**src/rtl/sc_arb_ctrl.sv**
```systemverilog
// rtl/sc_arb_ctrl.sv - round-robin arbiter/sequencer sharing one saturating counter
module sc_arb_ctrl #(
    parameter int          NREQ    = 4,
    parameter logic [2:0]  SAT_VAL = 3'd5,
    parameter logic [3:0]  TIMEOUT = 4'd15
) (
    input  logic            clk,
    input  logic            rst,
    input  logic [NREQ-1:0] req,
    input  logic [2:0]      sc_out,
    input  logic            sc_err,
    input  logic            clr_fault,
    output logic [NREQ-1:0] gnt,
    output logic [NREQ-1:0] done,
    output logic            done_err,
    output logic            sc_ctr_rst,
    output logic            busy,
    output logic            fault
);

    localparam int PW = (NREQ > 1) ? $clog2(NREQ) : 1;

    typedef enum logic [2:0] {
        S_IDLE,
        S_CLEAR,
        S_RUN,
        S_DONE,
        S_ERR
    } state_t;

    state_t          state;
    state_t          state_nxt;
    logic [PW-1:0]   owner;
    logic [PW-1:0]   ptr;
    logic [PW-1:0]   pick;
    logic            any_req;
    logic [3:0]      timer;

    function automatic logic [PW-1:0] rr_idx(input logic [PW-1:0] p, input int off);
        int s;
        s = int'(p) + off;
        return PW'(s % NREQ);
    endfunction

    // Walk from the farthest slot back to ptr+1 so the nearest pending requester wins.
    always_comb begin
        pick    = '0;
        any_req = 1'b0;
        for (int i = NREQ; i >= 1; i--) begin
            if (req[rr_idx(ptr, i)]) begin
                pick    = rr_idx(ptr, i);
                any_req = 1'b1;
            end
        end
    end

    always_comb begin
        state_nxt = state;
        case (state)
            S_IDLE:  if (any_req) state_nxt = S_CLEAR;
            S_CLEAR: state_nxt = S_RUN;
            S_RUN: begin
                if (!req[owner])                        state_nxt = S_IDLE;
                else if (sc_err || (timer == TIMEOUT))  state_nxt = S_ERR;
                else if (sc_out == SAT_VAL)             state_nxt = S_DONE;
            end
            S_DONE:  state_nxt = S_IDLE;
            S_ERR:   state_nxt = S_IDLE;
            default: state_nxt = S_IDLE;
        endcase
    end

    always_comb begin
        gnt  = '0;
        done = '0;
        if (state != S_IDLE) gnt[owner] = 1'b1;
        if ((state == S_DONE) || (state == S_ERR)) done[owner] = 1'b1;
        done_err   = (state == S_ERR);
        sc_ctr_rst = (state != S_RUN);
        busy       = (state != S_IDLE);
    end

    always_ff @(posedge clk or negedge rst) begin
        if (!rst) begin
            state <= S_IDLE;
            owner <= '0;
            ptr   <= PW'(NREQ - 1);
            timer <= 4'd0;
            fault <= 1'b0;
        end else begin
            state <= state_nxt;
            case (state)
                S_IDLE:  if (any_req) owner <= pick;
                S_CLEAR: timer <= 4'd0;
                S_RUN: begin
                    if (timer != 4'hF) timer <= timer + 4'd1;
                    if (!req[owner])   ptr <= owner;
                end
                S_DONE:  ptr <= owner;
                S_ERR:   ptr <= owner;
                default: ;
            endcase
            // A new error outranks a simultaneous clear request.
            if (state == S_ERR)  fault <= 1'b1;
            else if (clr_fault)  fault <= 1'b0;
        end
    end

endmodule

```
**config.mk**
```make
export PLATFORM = sky130hd
export DESIGN_NAME = sc_arb_ctrl
export DESIGN_NICKNAME = d
export VERILOG_FILES = /design/src/rtl/sc_arb_ctrl.sv
export SDC_FILE = /design/constraint.sdc
export NUM_CORES = 1
export LEC_CHECK = 0
export CAP_MARGIN = 40
export CORE_UTILIZATION = 47
export DETAILED_ROUTE_END_ITERATION = 8
export PLACE_DENSITY = 0.84
export SLEW_MARGIN = 10
export SYNTH_ARGS = -nofsm -noshare
export SYNTH_HDL_FRONTEND = slang
export SYNTH_SLANG_ARGS = --single-unit
```
**constraint.sdc**
```tcl
create_clock -name clk -period 2.2 [get_ports clk]
set_clock_uncertainty 0.15 [all_clocks]
set_input_delay 0.44 -clock clk [delete_from_list [all_inputs] [get_ports clk]]
set_output_delay 0.44 -clock clk [all_outputs]
set_load 0.05 [all_outputs]
```
After elaboration in Yosys (flattened, before gate mapping)
Cells that the tools add are included.
{ "classes": {"n_eq_ne": 12, "n_mux": 33, "reduce_logical": 13, "order_cmp": 6, "n_addsub": 5} }
{ "op_table": {"columns": ["operator", "n"], "rows": [
  ["$lt 2x3->1 const B", 5],
  ["$mux 1", 12],
  ["$mux 3", 4],
  ["$mux 4", 3],
  ["$bmux 1 s2", 5],
  ["$mux 2", 5],
  ["$pmux 3 s3", 1],
  ["$ne 4x4->1 const B", 2],
  ["$pmux 4 s2", 1],
  ["$reduce_and 2->1", 4],
  ["$eq 3x2->1 const B", 2],
  ["$eq 3x3->1 const B", 2],
  ["$ne 2x2->1 const B", 3],
  ["$reduce_bool 2->1", 3],
  ["$add 2x1->2 const B", 2],
  ["$add 2x2->2 const B", 2],
  ["$add 4x1->4 const B", 1],
  ["$eq 4x4->1 const B", 1],
  ["$pmux 2 s2", 1],
  ["$eq 3x1->1 const B", 1],
  ["$logic_not 3->1", 1],
  ["$ne 3x2->1 const B", 1],
  ["$reduce_bool 3->1", 1],
  ["$demux 1 s2", 1],
  ["other kinds (4)", 5]
]} }
{ "totals": {"reg_bits": 12, "input_bits": 11, "elab_cells": 74} }

Longest topological paths before layout
{ "logic_depth": {"depth_word": 9, "mapped_depth": 5} }

Worst setup path after synthesis
Ideal clock, no wire load.
{ "synth_timing": {"path_type": "register to output", "startpoint": "register state[1]", "endpoint": "output port done[0]", "path_stages_with_launch": 6, "path_buffers": 1, "path_slack_ps": -805, "arrival_ps": 2415, "cell_sequence": "dfrtp_1 > clkbuf_1 > nor2_1 > and2_1 > a21oi_1 > nor3_1"} }
{ "synth_via": {"elab_chain_cells": 3} }
{ "synth_rtl": {"columns": ["item", "line", "rtl"], "rows": [
  ["start, declared", "31", "state_t state;"],
  ["start signal, assigned", "91", "state <= state_nxt;"],
  ["$eq 3x3->1", null, null],
  ["named net done_err", "15", "output logic done_err,"],
  ["$logic_or 1x1->1", "77", "if ((state == S_DONE) || (state == S_ERR)) done[owner] = 1'b1;"],
  ["$mux 4", "77", null],
  ["end, declared", "14", "output logic [NREQ-1:0] done,"]
]} }
The timed path passes the listed nets, and every way through them passes these cells.

Worst setup path after layout
{ "layout_timing": {"startpoint": "register state[1]", "endpoint": "output port gnt[0]"} }
{ "layout_via": {"elab_chain_cells": 2} }
{ "layout_rtl": {"columns": ["item", "line", "rtl"], "rows": [
  ["$reduce_bool 3->1", "76", "if (state != S_IDLE) gnt[owner] = 1'b1;"],
  ["$mux 4", "76", null],
  ["end, declared", "13", "output logic [NREQ-1:0] gnt,"]
]} }
Every way passes these cells.

==> summary.txt <==
maxcap violations: 0
final worst slack: 83.69 ps
status: complete, no violations
most frequent cells in the layout: buf_4 (20), clkdlybuf4s50_1 (11), nor2_1 (9), nand2_1 (9), dfrtp_1 (9)
f_max: 0.4725 GHz
Via density: 5.696
commonest non-fill, non-tap cell in the layout: buf_4
hold_sp: fault
EDFF count, synth: 0
Power Density: 1453 mW/mm^2
Max Root-Sink Buffers: 2
required time of the critical path: 1610 ps
# hold bufs at CTS: 0
GP Congestion: 0.9062
Core ar.: 0.001594 sq mm
DRC: 0
Power Total: 0.001836 W
largest net degree at the start of global routing: 13
Logic pwr share: 0.651
Syn. warnings: 0
Sw Share: 0.5097
clock power share: 0.101
post-detail-place hpwl: 1.541 mm
CTS clk-pin slew, worst paths: 90 ps
total routing usage reported by global routing: 0.2654
Pint: 0.0009002 W
class of the worst hold path: reg -> reg
Sw Pwr: 0.0009358 W
R2R cell count: 5
Placed Cells: 151
max-slew violations: 0
gr ovfl total: 0
Arr. time, crit path: 1530 ps
Synth Flop Type: dfrtp_1
sum of buffers and inverters on the critical path: 3
share of layout cells above drive strength 1: 0.3358
Leak: 0.5481 nW
number of global-route vias before repair: 802
cells along the critical path: buf_4 > nor3_2 > buf_4 > nor3_2 > buf_4
Avg Inst Size Synth: 8.329 sq um
sequential area share after synthesis: 0.3564
CTS tree: built
drt initial violations: 40
element type at the critical path end: output pin
crit path max fanout: 8
Die Height: 44.52 microns
Critical Path End: gnt[0]
crit-path leading delay family: buffers and inverters
DRT antenna net count: 0
# rows: 14
Crit-path slowest cell: dfrtp_2
Reg power frac: 0.248
final cell count without fillers: 158
clock sink count: 12
syn_nets: 114
r2r setup slk: 390 ps
flops & latches, synth: 12
RSZ-0062 raised after global routing: false
drt pass-1 iters: 4
initial antenna violation count: 0
CP startpoint: state[1]
Clk Latency, worst-skew pair: 280 ps
Post-synth ARST share: 1.000
Cell variety after synth: 39
root buffer cell: clkbuf_4
Port Buf Inserts: 22
Setup WS pre-CTS: 36.18 ps
final WL: 2.283 mm
fin crit share: 0.9620
Final min period: 2116 ps
Setup CP Type: reg -> out
cell area after synthesis: 849.6 sq um
area grow syn2layout: 48.75%
setup violators final: 0
reg2reg end: owner[1]
Slew @ Worst Pin: 569.0 ps
Slew HR: 0.6195
die footprint: 0.001982 sq mm
CP dominant cell by count: buf_4
CTS Buf Count: 3
slowest stage delay, CP: 480 ps
Fin. Hold Viols: 0
Initial Util: 0.5330
global-route wire length before repair: 3.774 mm
worst vdd ir: 0.0009905 V
IO Count: 23
Mapped Cells: 102
stages on the worst setup path: 5
H-Tree Depth: 1
nets@finish: 147
# diodes: 0
routed len/inst: 14.45 microns
Vias: 900
CP startpoint kind: register
Die X: 44.52 microns
worst r2r src: state[1]
==> kinds of logic (layout without fill, tap and decap cells) <==
family                     after synthesis  count (layout)  synth area share
and+or+nand+nor                         48              48            0.3019
muxes                                    4               4           0.06480
DFF                                     12              12            0.3564
xor gates and xnor gates                 1               1           0.01031
adders and majority gates                1               1           0.01473
AOI/OAI and AO/OA                       25              25            0.1915
buffers and inverters                   11              43           0.06038
==> cell type report <==
cell class              count  area (sq um)
well taps                  24         30.03
inverters                   5         18.77
fillers                   106         330.3
clock buffers               4         36.28
multi-input cells          79         563.0
flip-flops and latches     12         304.0
repair buffers             34         311.5
==> Yosys cell counts (all sizes together) (4+ instances only) <==
master | instances | area, sq um
nand3 | 5 | 25.02
inv | 5 | 18.77
o21ai | 4 | 20.01
nand2 | 9 | 33.78
nor3 | 4 | 25.02
nand2b | 4 | 25.02
nor2 | 13 | 48.80
a21oi | 8 | 40.04
dfrtp | 10 | 250.2
==> flip-flops by register name, indices dropped and copies added, names as in the netlist <==
register / count
timer: 4
ptr: 2
state: 3
owner: 2
fault: 1
==> timing repair <==
item,in CTS,in global routing
cloned,0,0
buffers inserted,1,2
resized for setup,6,2
endpoints found under the hold margin,0,0
setup endpoints to repair,4,2
pin swaps,0,0
==> worst min path at each step <==
| stage | to | slack [ps] | cells past startpoint |
|---|---|---|---|
| after detailed placement | fault | 320 | 1 |
| final | fault | 330 | 1 |
| after CTS | fault | 330 | 1 |
| after floorplan | fault | -6 | 0 |
| after global placement | fault | 310 | 1 |
| after global routing | fault | 340 | 1 |
==> stage by stage <==
| stage | utilization | area [sq um] | hold slack [ps] | TNS [ps] |
|---|---|---|---|---|
| floorplan | - | 893.4 | -5.591 | -27.63 |
| global placement | 0.7300 | 1164 | 310.8 | 0 |
| detailed placement | 0.7300 | 1164 | 317.5 | 0 |
| CTS | 0.7771 | 1239 | 334.9 | 0 |
| global route | 0.7928 | 1264 | 343.8 | 0 |
| finish | 0.7928 | 1264 | 329.8 | 0 |
==> metal layers <==
| metal | GRT usage | routed length, microns | vias up |
|---|---|---|---|
| li1 | - | - | 431 |
| met1 | 0.3540 | 1030 | 430 |
| met2 | 0.4294 | 1122 | 34 |
| met3 | 0.03673 | 93 | 5 |
| met4 | 0.1152 | 37 | 0 |
| met5 | 0 | 0 | - |
==> power groups by stage <==
stage / sequential [W] / clock [W] / combinational (W)
finish: 0.000455 / 0.000185 / 0.00120
global route: 0.000469 / 0.000191 / 0.00128
CTS: 0.000440 / 0.000186 / 0.00116
detailed placement: 0.000437 / 0 / 0.00110
global placement: 0.000430 / 0 / 0.00107
floorplan: 0.000382 / 0 / 0.000851
No activity file was read; power rests on OpenSTA's default activity.
